**src/rtl/imem_arbiter_if.sv**
```systemverilog
// Bus bundle between the fetch stage, the debug/loader bridge, the instruction RAM and imem_arbiter.
// The slave modport is the arbiter's view; master is the view of the surrounding environment.
interface imem_arbiter_if;
    logic        fetch_req_ip;
    logic [31:0] fetch_addr_ip;
    logic        fetch_gnt_op;
    logic        fetch_rvalid_op;
    logic [31:0] fetch_rdata_op;
    logic        fetch_err_op;

    logic        dbg_req_ip;
    logic        dbg_we_ip;
    logic [31:0] dbg_addr_ip;
    logic [3:0]  dbg_be_ip;
    logic [31:0] dbg_wdata_ip;
    logic        dbg_gnt_op;
    logic        dbg_rvalid_op;
    logic [31:0] dbg_rdata_op;
    logic        dbg_err_op;

    logic        dbg_halt_ip;
    logic        halted_op;

    logic        mem_en_op;
    logic        mem_we_op;
    logic [3:0]  mem_be_op;
    logic [31:0] mem_addr_op;
    logic [31:0] mem_wdata_op;
    logic [31:0] mem_rdata_ip;

    modport slave (
        input  fetch_req_ip, fetch_addr_ip,
        output fetch_gnt_op, fetch_rvalid_op, fetch_rdata_op, fetch_err_op,
        input  dbg_req_ip, dbg_we_ip, dbg_addr_ip, dbg_be_ip, dbg_wdata_ip,
        output dbg_gnt_op, dbg_rvalid_op, dbg_rdata_op, dbg_err_op,
        input  dbg_halt_ip,
        output halted_op,
        output mem_en_op, mem_we_op, mem_be_op, mem_addr_op, mem_wdata_op,
        input  mem_rdata_ip
    );

    modport master (
        output fetch_req_ip, fetch_addr_ip,
        input  fetch_gnt_op, fetch_rvalid_op, fetch_rdata_op, fetch_err_op,
        output dbg_req_ip, dbg_we_ip, dbg_addr_ip, dbg_be_ip, dbg_wdata_ip,
        input  dbg_gnt_op, dbg_rvalid_op, dbg_rdata_op, dbg_err_op,
        output dbg_halt_ip,
        input  halted_op,
        input  mem_en_op, mem_we_op, mem_be_op, mem_addr_op, mem_wdata_op,
        output mem_rdata_ip
    );
endinterface

```
**src/rtl/imem_arbiter.sv**
```systemverilog
// Instruction memory arbiter: fetch-priority sharing of a 1-cycle-latency RAM with a debug/loader
// port, starvation guard for debug, and a halt FSM that quiesces fetch for runtime reloads.
module imem_arbiter #(
    parameter int SIZE         = 512,
    parameter int STARVE_LIMIT = 4
) (
    input  logic           clk,
    input  logic           rst_n,
    imem_arbiter_if.slave  bus
);

    localparam int          CNT_W     = $clog2(STARVE_LIMIT + 1);
    localparam logic [31:0] NOP_INSN  = 32'h0000_0013;
    localparam logic [31:0] LAST_WORD = 32'(SIZE - 4);
    localparam logic [CNT_W-1:0] CNT_MAX = CNT_W'(STARVE_LIMIT);

    typedef enum logic [1:0] {RUN, HALTING, HALTED} halt_state_t;
    typedef enum logic [1:0] {OWN_NONE, OWN_FETCH, OWN_DBG} owner_t;

    halt_state_t      state, state_next;
    owner_t           resp_owner, resp_owner_next;
    logic             resp_err, resp_err_next;
    logic             resp_we, resp_we_next;
    logic [CNT_W-1:0] starve_cnt, starve_cnt_next;

    logic fetch_legal, dbg_legal;
    logic fetch_gnt, dbg_gnt;

    // Fetch is only grantable in RUN with no halt request, and yields once debug has starved long enough.
    always_comb begin
        fetch_legal = (bus.fetch_addr_ip[1:0] == 2'b00) && (bus.fetch_addr_ip <= LAST_WORD);
        dbg_legal   = (bus.dbg_addr_ip[1:0] == 2'b00) && (bus.dbg_addr_ip <= LAST_WORD);
        fetch_gnt   = rst_n && bus.fetch_req_ip && (state == RUN) && !bus.dbg_halt_ip
                      && !(bus.dbg_req_ip && (starve_cnt == CNT_MAX));
        dbg_gnt     = rst_n && bus.dbg_req_ip && !fetch_gnt;
    end

    assign bus.fetch_gnt_op = fetch_gnt;
    assign bus.dbg_gnt_op   = dbg_gnt;

    // Illegal accesses are granted but never reach the RAM.
    always_comb begin
        bus.mem_en_op    = 1'b0;
        bus.mem_we_op    = 1'b0;
        bus.mem_be_op    = 4'h0;
        bus.mem_addr_op  = 32'h0;
        bus.mem_wdata_op = 32'h0;
        if (fetch_gnt && fetch_legal) begin
            bus.mem_en_op    = 1'b1;
            bus.mem_be_op    = 4'hF;
            bus.mem_addr_op  = bus.fetch_addr_ip;
            bus.mem_wdata_op = bus.dbg_wdata_ip;
        end else if (dbg_gnt && dbg_legal) begin
            bus.mem_en_op    = 1'b1;
            bus.mem_we_op    = bus.dbg_we_ip;
            bus.mem_be_op    = bus.dbg_we_ip ? bus.dbg_be_ip : 4'hF;
            bus.mem_addr_op  = bus.dbg_addr_ip;
            bus.mem_wdata_op = bus.dbg_wdata_ip;
        end
    end

    // Response bookkeeping, starvation counter and halt FSM next-state logic.
    always_comb begin
        resp_owner_next = OWN_NONE;
        resp_err_next   = 1'b0;
        resp_we_next    = 1'b0;
        starve_cnt_next = starve_cnt;
        state_next      = state;

        if (fetch_gnt) begin
            resp_owner_next = OWN_FETCH;
            resp_err_next   = !fetch_legal;
        end else if (dbg_gnt) begin
            resp_owner_next = OWN_DBG;
            resp_err_next   = !dbg_legal;
            resp_we_next    = bus.dbg_we_ip;
        end

        if ((state != RUN) || !bus.dbg_req_ip || dbg_gnt) begin
            starve_cnt_next = '0;
        end else if (fetch_gnt && (starve_cnt != CNT_MAX)) begin
            starve_cnt_next = starve_cnt + 1'b1;
        end

        case (state)
            RUN: begin
                if (bus.dbg_halt_ip) state_next = HALTING;
            end
            HALTING: begin
                if (!bus.dbg_halt_ip)              state_next = RUN;
                else if (resp_owner != OWN_FETCH)  state_next = HALTED;
            end
            HALTED: begin
                if (!bus.dbg_halt_ip) state_next = RUN;
            end
            default: state_next = RUN;
        endcase
    end

    always_ff @(posedge clk or negedge rst_n) begin
        if (!rst_n) begin
            state      <= RUN;
            resp_owner <= OWN_NONE;
            resp_err   <= 1'b0;
            resp_we    <= 1'b0;
            starve_cnt <= '0;
        end else begin
            state      <= state_next;
            resp_owner <= resp_owner_next;
            resp_err   <= resp_err_next;
            resp_we    <= resp_we_next;
            starve_cnt <= starve_cnt_next;
        end
    end

    // Fetch sees a NOP whenever there is no good instruction, so the core never executes garbage.
    always_comb begin
        bus.fetch_rvalid_op = (resp_owner == OWN_FETCH);
        bus.fetch_err_op    = (resp_owner == OWN_FETCH) && resp_err;
        bus.fetch_rdata_op  = ((resp_owner == OWN_FETCH) && !resp_err) ? bus.mem_rdata_ip : NOP_INSN;
        bus.dbg_rvalid_op   = (resp_owner == OWN_DBG);
        bus.dbg_err_op      = (resp_owner == OWN_DBG) && resp_err;
        bus.dbg_rdata_op    = ((resp_owner == OWN_DBG) && !resp_err && !resp_we) ? bus.mem_rdata_ip : 32'h0;
        bus.halted_op       = (state == HALTED);
    end

endmodule

```
**src/flat_wrapper.sv**
```systemverilog
// flat-port wrapper written by rule: the top's interface ports become plain ports
module imem_arbiter_flat 
#(
    parameter int SIZE         = 512,
    parameter int STARVE_LIMIT = 4
)
  (clk, rst_n, bus_fetch_req_ip, bus_fetch_addr_ip, bus_fetch_gnt_op, bus_fetch_rvalid_op, bus_fetch_rdata_op, bus_fetch_err_op, bus_dbg_req_ip, bus_dbg_we_ip, bus_dbg_addr_ip, bus_dbg_be_ip, bus_dbg_wdata_ip, bus_dbg_gnt_op, bus_dbg_rvalid_op, bus_dbg_rdata_op, bus_dbg_err_op, bus_dbg_halt_ip, bus_halted_op, bus_mem_en_op, bus_mem_we_op, bus_mem_be_op, bus_mem_addr_op, bus_mem_wdata_op, bus_mem_rdata_ip);
  imem_arbiter_if bus_i ();
  input  logic clk;
  input  logic rst_n;
  input wire logic [$bits(bus_i.fetch_req_ip)-1:0] bus_fetch_req_ip;
  input wire logic [$bits(bus_i.fetch_addr_ip)-1:0] bus_fetch_addr_ip;
  output wire logic [$bits(bus_i.fetch_gnt_op)-1:0] bus_fetch_gnt_op;
  output wire logic [$bits(bus_i.fetch_rvalid_op)-1:0] bus_fetch_rvalid_op;
  output wire logic [$bits(bus_i.fetch_rdata_op)-1:0] bus_fetch_rdata_op;
  output wire logic [$bits(bus_i.fetch_err_op)-1:0] bus_fetch_err_op;
  input wire logic [$bits(bus_i.dbg_req_ip)-1:0] bus_dbg_req_ip;
  input wire logic [$bits(bus_i.dbg_we_ip)-1:0] bus_dbg_we_ip;
  input wire logic [$bits(bus_i.dbg_addr_ip)-1:0] bus_dbg_addr_ip;
  input wire logic [$bits(bus_i.dbg_be_ip)-1:0] bus_dbg_be_ip;
  input wire logic [$bits(bus_i.dbg_wdata_ip)-1:0] bus_dbg_wdata_ip;
  output wire logic [$bits(bus_i.dbg_gnt_op)-1:0] bus_dbg_gnt_op;
  output wire logic [$bits(bus_i.dbg_rvalid_op)-1:0] bus_dbg_rvalid_op;
  output wire logic [$bits(bus_i.dbg_rdata_op)-1:0] bus_dbg_rdata_op;
  output wire logic [$bits(bus_i.dbg_err_op)-1:0] bus_dbg_err_op;
  input wire logic [$bits(bus_i.dbg_halt_ip)-1:0] bus_dbg_halt_ip;
  output wire logic [$bits(bus_i.halted_op)-1:0] bus_halted_op;
  output wire logic [$bits(bus_i.mem_en_op)-1:0] bus_mem_en_op;
  output wire logic [$bits(bus_i.mem_we_op)-1:0] bus_mem_we_op;
  output wire logic [$bits(bus_i.mem_be_op)-1:0] bus_mem_be_op;
  output wire logic [$bits(bus_i.mem_addr_op)-1:0] bus_mem_addr_op;
  output wire logic [$bits(bus_i.mem_wdata_op)-1:0] bus_mem_wdata_op;
  input wire logic [$bits(bus_i.mem_rdata_ip)-1:0] bus_mem_rdata_ip;
  assign bus_i.fetch_req_ip = bus_fetch_req_ip;
  assign bus_i.fetch_addr_ip = bus_fetch_addr_ip;
  assign bus_fetch_gnt_op = bus_i.fetch_gnt_op;
  assign bus_fetch_rvalid_op = bus_i.fetch_rvalid_op;
  assign bus_fetch_rdata_op = bus_i.fetch_rdata_op;
  assign bus_fetch_err_op = bus_i.fetch_err_op;
  assign bus_i.dbg_req_ip = bus_dbg_req_ip;
  assign bus_i.dbg_we_ip = bus_dbg_we_ip;
  assign bus_i.dbg_addr_ip = bus_dbg_addr_ip;
  assign bus_i.dbg_be_ip = bus_dbg_be_ip;
  assign bus_i.dbg_wdata_ip = bus_dbg_wdata_ip;
  assign bus_dbg_gnt_op = bus_i.dbg_gnt_op;
  assign bus_dbg_rvalid_op = bus_i.dbg_rvalid_op;
  assign bus_dbg_rdata_op = bus_i.dbg_rdata_op;
  assign bus_dbg_err_op = bus_i.dbg_err_op;
  assign bus_i.dbg_halt_ip = bus_dbg_halt_ip;
  assign bus_halted_op = bus_i.halted_op;
  assign bus_mem_en_op = bus_i.mem_en_op;
  assign bus_mem_we_op = bus_i.mem_we_op;
  assign bus_mem_be_op = bus_i.mem_be_op;
  assign bus_mem_addr_op = bus_i.mem_addr_op;
  assign bus_mem_wdata_op = bus_i.mem_wdata_op;
  assign bus_i.mem_rdata_ip = bus_mem_rdata_ip;
  imem_arbiter #(.SIZE(SIZE), .STARVE_LIMIT(STARVE_LIMIT)) u_core (.clk(clk), .rst_n(rst_n), .bus(bus_i));
endmodule
```
**config.mk**
```make
export PLATFORM = sky130hd
export DESIGN_NAME = imem_arbiter_flat
export DESIGN_NICKNAME = d
export VERILOG_FILES = /design/src/rtl/imem_arbiter_if.sv /design/src/rtl/imem_arbiter.sv /design/src/flat_wrapper.sv
export SDC_FILE = /design/constraint.sdc
export NUM_CORES = 1
export LEC_CHECK = 0
export CAP_MARGIN = 20
export CORE_AREA = 2 2 108 110
export CTS_CLUSTER_SIZE = 25
export DETAILED_ROUTE_END_ITERATION = 8
export DIE_AREA = 0 0 110 112
export HOLD_SLACK_MARGIN = 0.08
export PLACE_DENSITY = 0.58
export SYNTH_ARGS = -nofsm -noshare
export SYNTH_HDL_FRONTEND = slang
export SYNTH_SLANG_ARGS = --single-unit
```
**constraint.sdc**
```tcl
create_clock -name clk -period 2.7 [get_ports clk]
set_input_delay 0.27 -clock clk [delete_from_list [all_inputs] [get_ports clk]]
set_output_delay 0.27 -clock clk [all_outputs]
set_load 0.02 [all_outputs]
```
==> impl_metrics.yaml <==
outcome:
  status: "completed"
synth:
  synth_area_leader_cell: "and2_1"
  post-synth-top-count-cell: "and2_1"
  synthTopCellsByArea: "and2_1, a21boi_2, dfrtp_1"
  yosysWarnings: 0
  synth_commonest_cells: "and2_1, buf_4, a21boi_2, nor4_1"
  synth_cells: 235
  synth.distinct_cells: 38
  synth.ff_latch_count: 9
  netlist_area_um2: 1840
  async_reset_ff_frac: 1.00
  synth-edff-count: 0
  yosys.area.top_type_share: 0.217
  syn_avg_cell_area_um2: 7.84
  seq_area_frac_synth: 0.122
  synthFlopType: "dfrtp_1"
flow_run:
  max_cap_violations: 0
critical_path:
  worst-setup-path-type: "in -> out"
  worstPathRequired_ps: 2430
  worstPathArrival_ps: 2340
  cp-end-kind: "output pin"
  path_max_fanout: 19
  critPathLaunchType: "input port"
floorplanning:
  start_util: 0.165
  io_pins: 279
  core_area_um2: 11200
  die_w_um: 110
  num_rows: 39
  die_h_um: 112
  dieArea_um2: 12300
clocking:
  insertion_delay_ps: 230
  cts.path.max_buffers: 2
  clk_pin_slew_worst_paths_ps: 40
  cts_hold_buffers: 0
  clock_tree.root_cell: "clkbuf_16"
  tritoncts: "built"
  h-tree-depth: 1
  cts_inserted_buffers: 3
  cts.sinks: 9
sta:
  max_freq_ghz: 0.383
  fin_skew_ps: 1.53
  fin_ws_ps: 86.9
  setup_violations: 0
  rsz0062_at_grt: "false"
  post-route-min-period_ps: 2610
  fin_crit_sh: 0.968
  maxSlewViolCount: 0
  hold_violations: 0
drt:
  drc: 0
  drt_iter0_markers: 73
  drt-wirelength-per-cell_um: 13.9
  via_per_inst: 4.09
  firstDrtPassIters: 4
  wl_um: 8970
  ant_nets: 0
  vias: 2641
cells_and_area:
  final_area_um2: 4570
  instances_no_fill: 646
  fin_nets: 644
  area_growth_pct: 148
  finalCoreUtilization: 0.409
  layout-drive-gt1-share: 0.219
  num_antenna_cells: 0
placement:
  post-place-ws_ps: -603
  port_buffers: 253
  dp_hpwl_um: 7730
  placed_cell_area_um2: 4570
  finalWeightedCongestion: 0.829
  placed_cells: 641
grt:
  grt_usage: 0.130
  grt_pass1_wl_um: 12600
  grt_max_degree: 38
  antenna_found_initial: 0
  grt_pass1_vias: 2557
  grt_overflow: 0
power:
  max-vdd-ir-drop_mv: 0.158
  power_density_nw_per_um2: 189
  leakage_nw: 1.91
  power.total_w: 0.000865
hold_path:
  holdCritPathClass: "in -> async"
area by class of cell:
type,instances,area (um2)
timing repair buffer,281,2640
multi-input combinational,206,1440
sequential,9,225
tap,143,179
clock buffer,4,78.8
inverter,3,11.3
fill,1163,6600
sequential cells by signal (all words and copies together) (netlist names):
register / flops
u_core.state: 2
u_core.resp_we: 1
u_core.resp_err: 1
u_core.resp_owner: 2
u_core.starve_cnt: 3
worst max-delay path, cell delays in order:
cell and delay, ps:
clkdlybuf4s50_1 420, nor4_1 270, nand4_1 180, or4b_4 620, buf_12 200, a21boi_2 120, clkdlybuf4s15_2 260
metrics by stage:
| step | TNS [ps] | hold WS [ps] |
|---|---|---|
| 2_1_floorplan | 0 | -25.6 |
| 3_3_place_gp | -19390 | 604 |
| 3_5_place_dp | -20280 | 617 |
| 4_1_cts | 0 | 135 |
| 5_1_grt | 0 | 137 |
| 6_report | 0 | 125 |
cell usage in the layout (no fill, tap or decap), types with 2 or more instances in the layout:
cell | Yosys | layout
buf_12 | 0 | 2
or3_1 | 4 | 3
a21boi_0 | 7 | 6
nand3_1 | 7 | 7
clkbuf_16 | 0 | 3
a21oi_1 | 3 | 3
a21boi_2 | 25 | 25
nor2b_1 | 6 | 6
and2_1 | 64 | 64
nor4_1 | 10 | 6
ha_1 | 2 | 2
conb_1 | 1 | 25
o21ai_1 | 4 | 4
nor3b_2 | 0 | 2
nor4b_1 | 7 | 7
buf_4 | 27 | 25
dlygate4sd2_1 | 0 | 9
inv_1 | 3 | 3
nand2_1 | 5 | 5
nor4_2 | 0 | 4
dfrtp_1 | 9 | 9
buf_2 | 3 | 29
nor2_1 | 9 | 9
nand4_1 | 4 | 4
nor3_1 | 2 | 2
a31o_2 | 7 | 7
clkdlybuf4s15_2 | 0 | 6
clkdlybuf4s50_1 | 0 | 206
metal layers:
| layer | wire, um | vias to the layer above | share of wire | track usage |
|---|---|---|---|---|
| li1 | - | 1305 | - | - |
| met1 | 3110 | 1175 | 0.35 | 0.134 |
| met2 | 4880 | 157 | 0.54 | 0.262 |
| met3 | 942 | 4 | 0.10 | 0.0287 |
| met4 | 42 | 0 | 0.0047 | 0.0177 |
| met5 | 0 | - | 0 | 0 |
what timing repair did:
action,CTS,global route
pin swaps,5,3
hold endpoints to repair,0,0
endpoints found under the setup margin,45,37
buffers inserted,0,0
gates cloned,1,0
gates resized for setup,141,27
worst paths after layout:
path / startpoint / to / slack (ps) / depth (start not counted)
max in group asynchronous: rst_n / u_core.resp_we / 2410 / 2
hold / removal: rst_n / u_core.starve_cnt[2] / 120 / 2
min in group clk: bus_dbg_halt_ip / u_core.state[1] / 360 / 2
setup / recovery: bus_fetch_addr_ip[1] / bus_mem_wdata_op[23] / 90 / 7
setup reg to reg: u_core.state[0] / u_core.resp_err / 1010 / 6
hold reg to reg: u_core.starve_cnt[2] / u_core.starve_cnt[2] / 630 / 2
where the power goes:
group          switching (W)  total, W  internal (W)
Combinational       0.000171  0.000455      0.000284
Sequential        0.00000715  0.000150      0.000143
Clock              0.0000631  0.000260      0.000197
cell families (layout without fill, tap and decap cells):
kind of cell | after synthesis | after routing | synth area share
compound gates | 50 | 50 | 0.248
simple gates | 128 | 128 | 0.437
buf+inv | 44 | 288 | 0.171
other cells | 1 | 25 | 0.00203
fa+ha+maj | 2 | 2 | 0.0136
flops | 9 | 9 | 0.122
mux | 1 | 1 | 0.00611
Power figures use the tool's default switching activity.
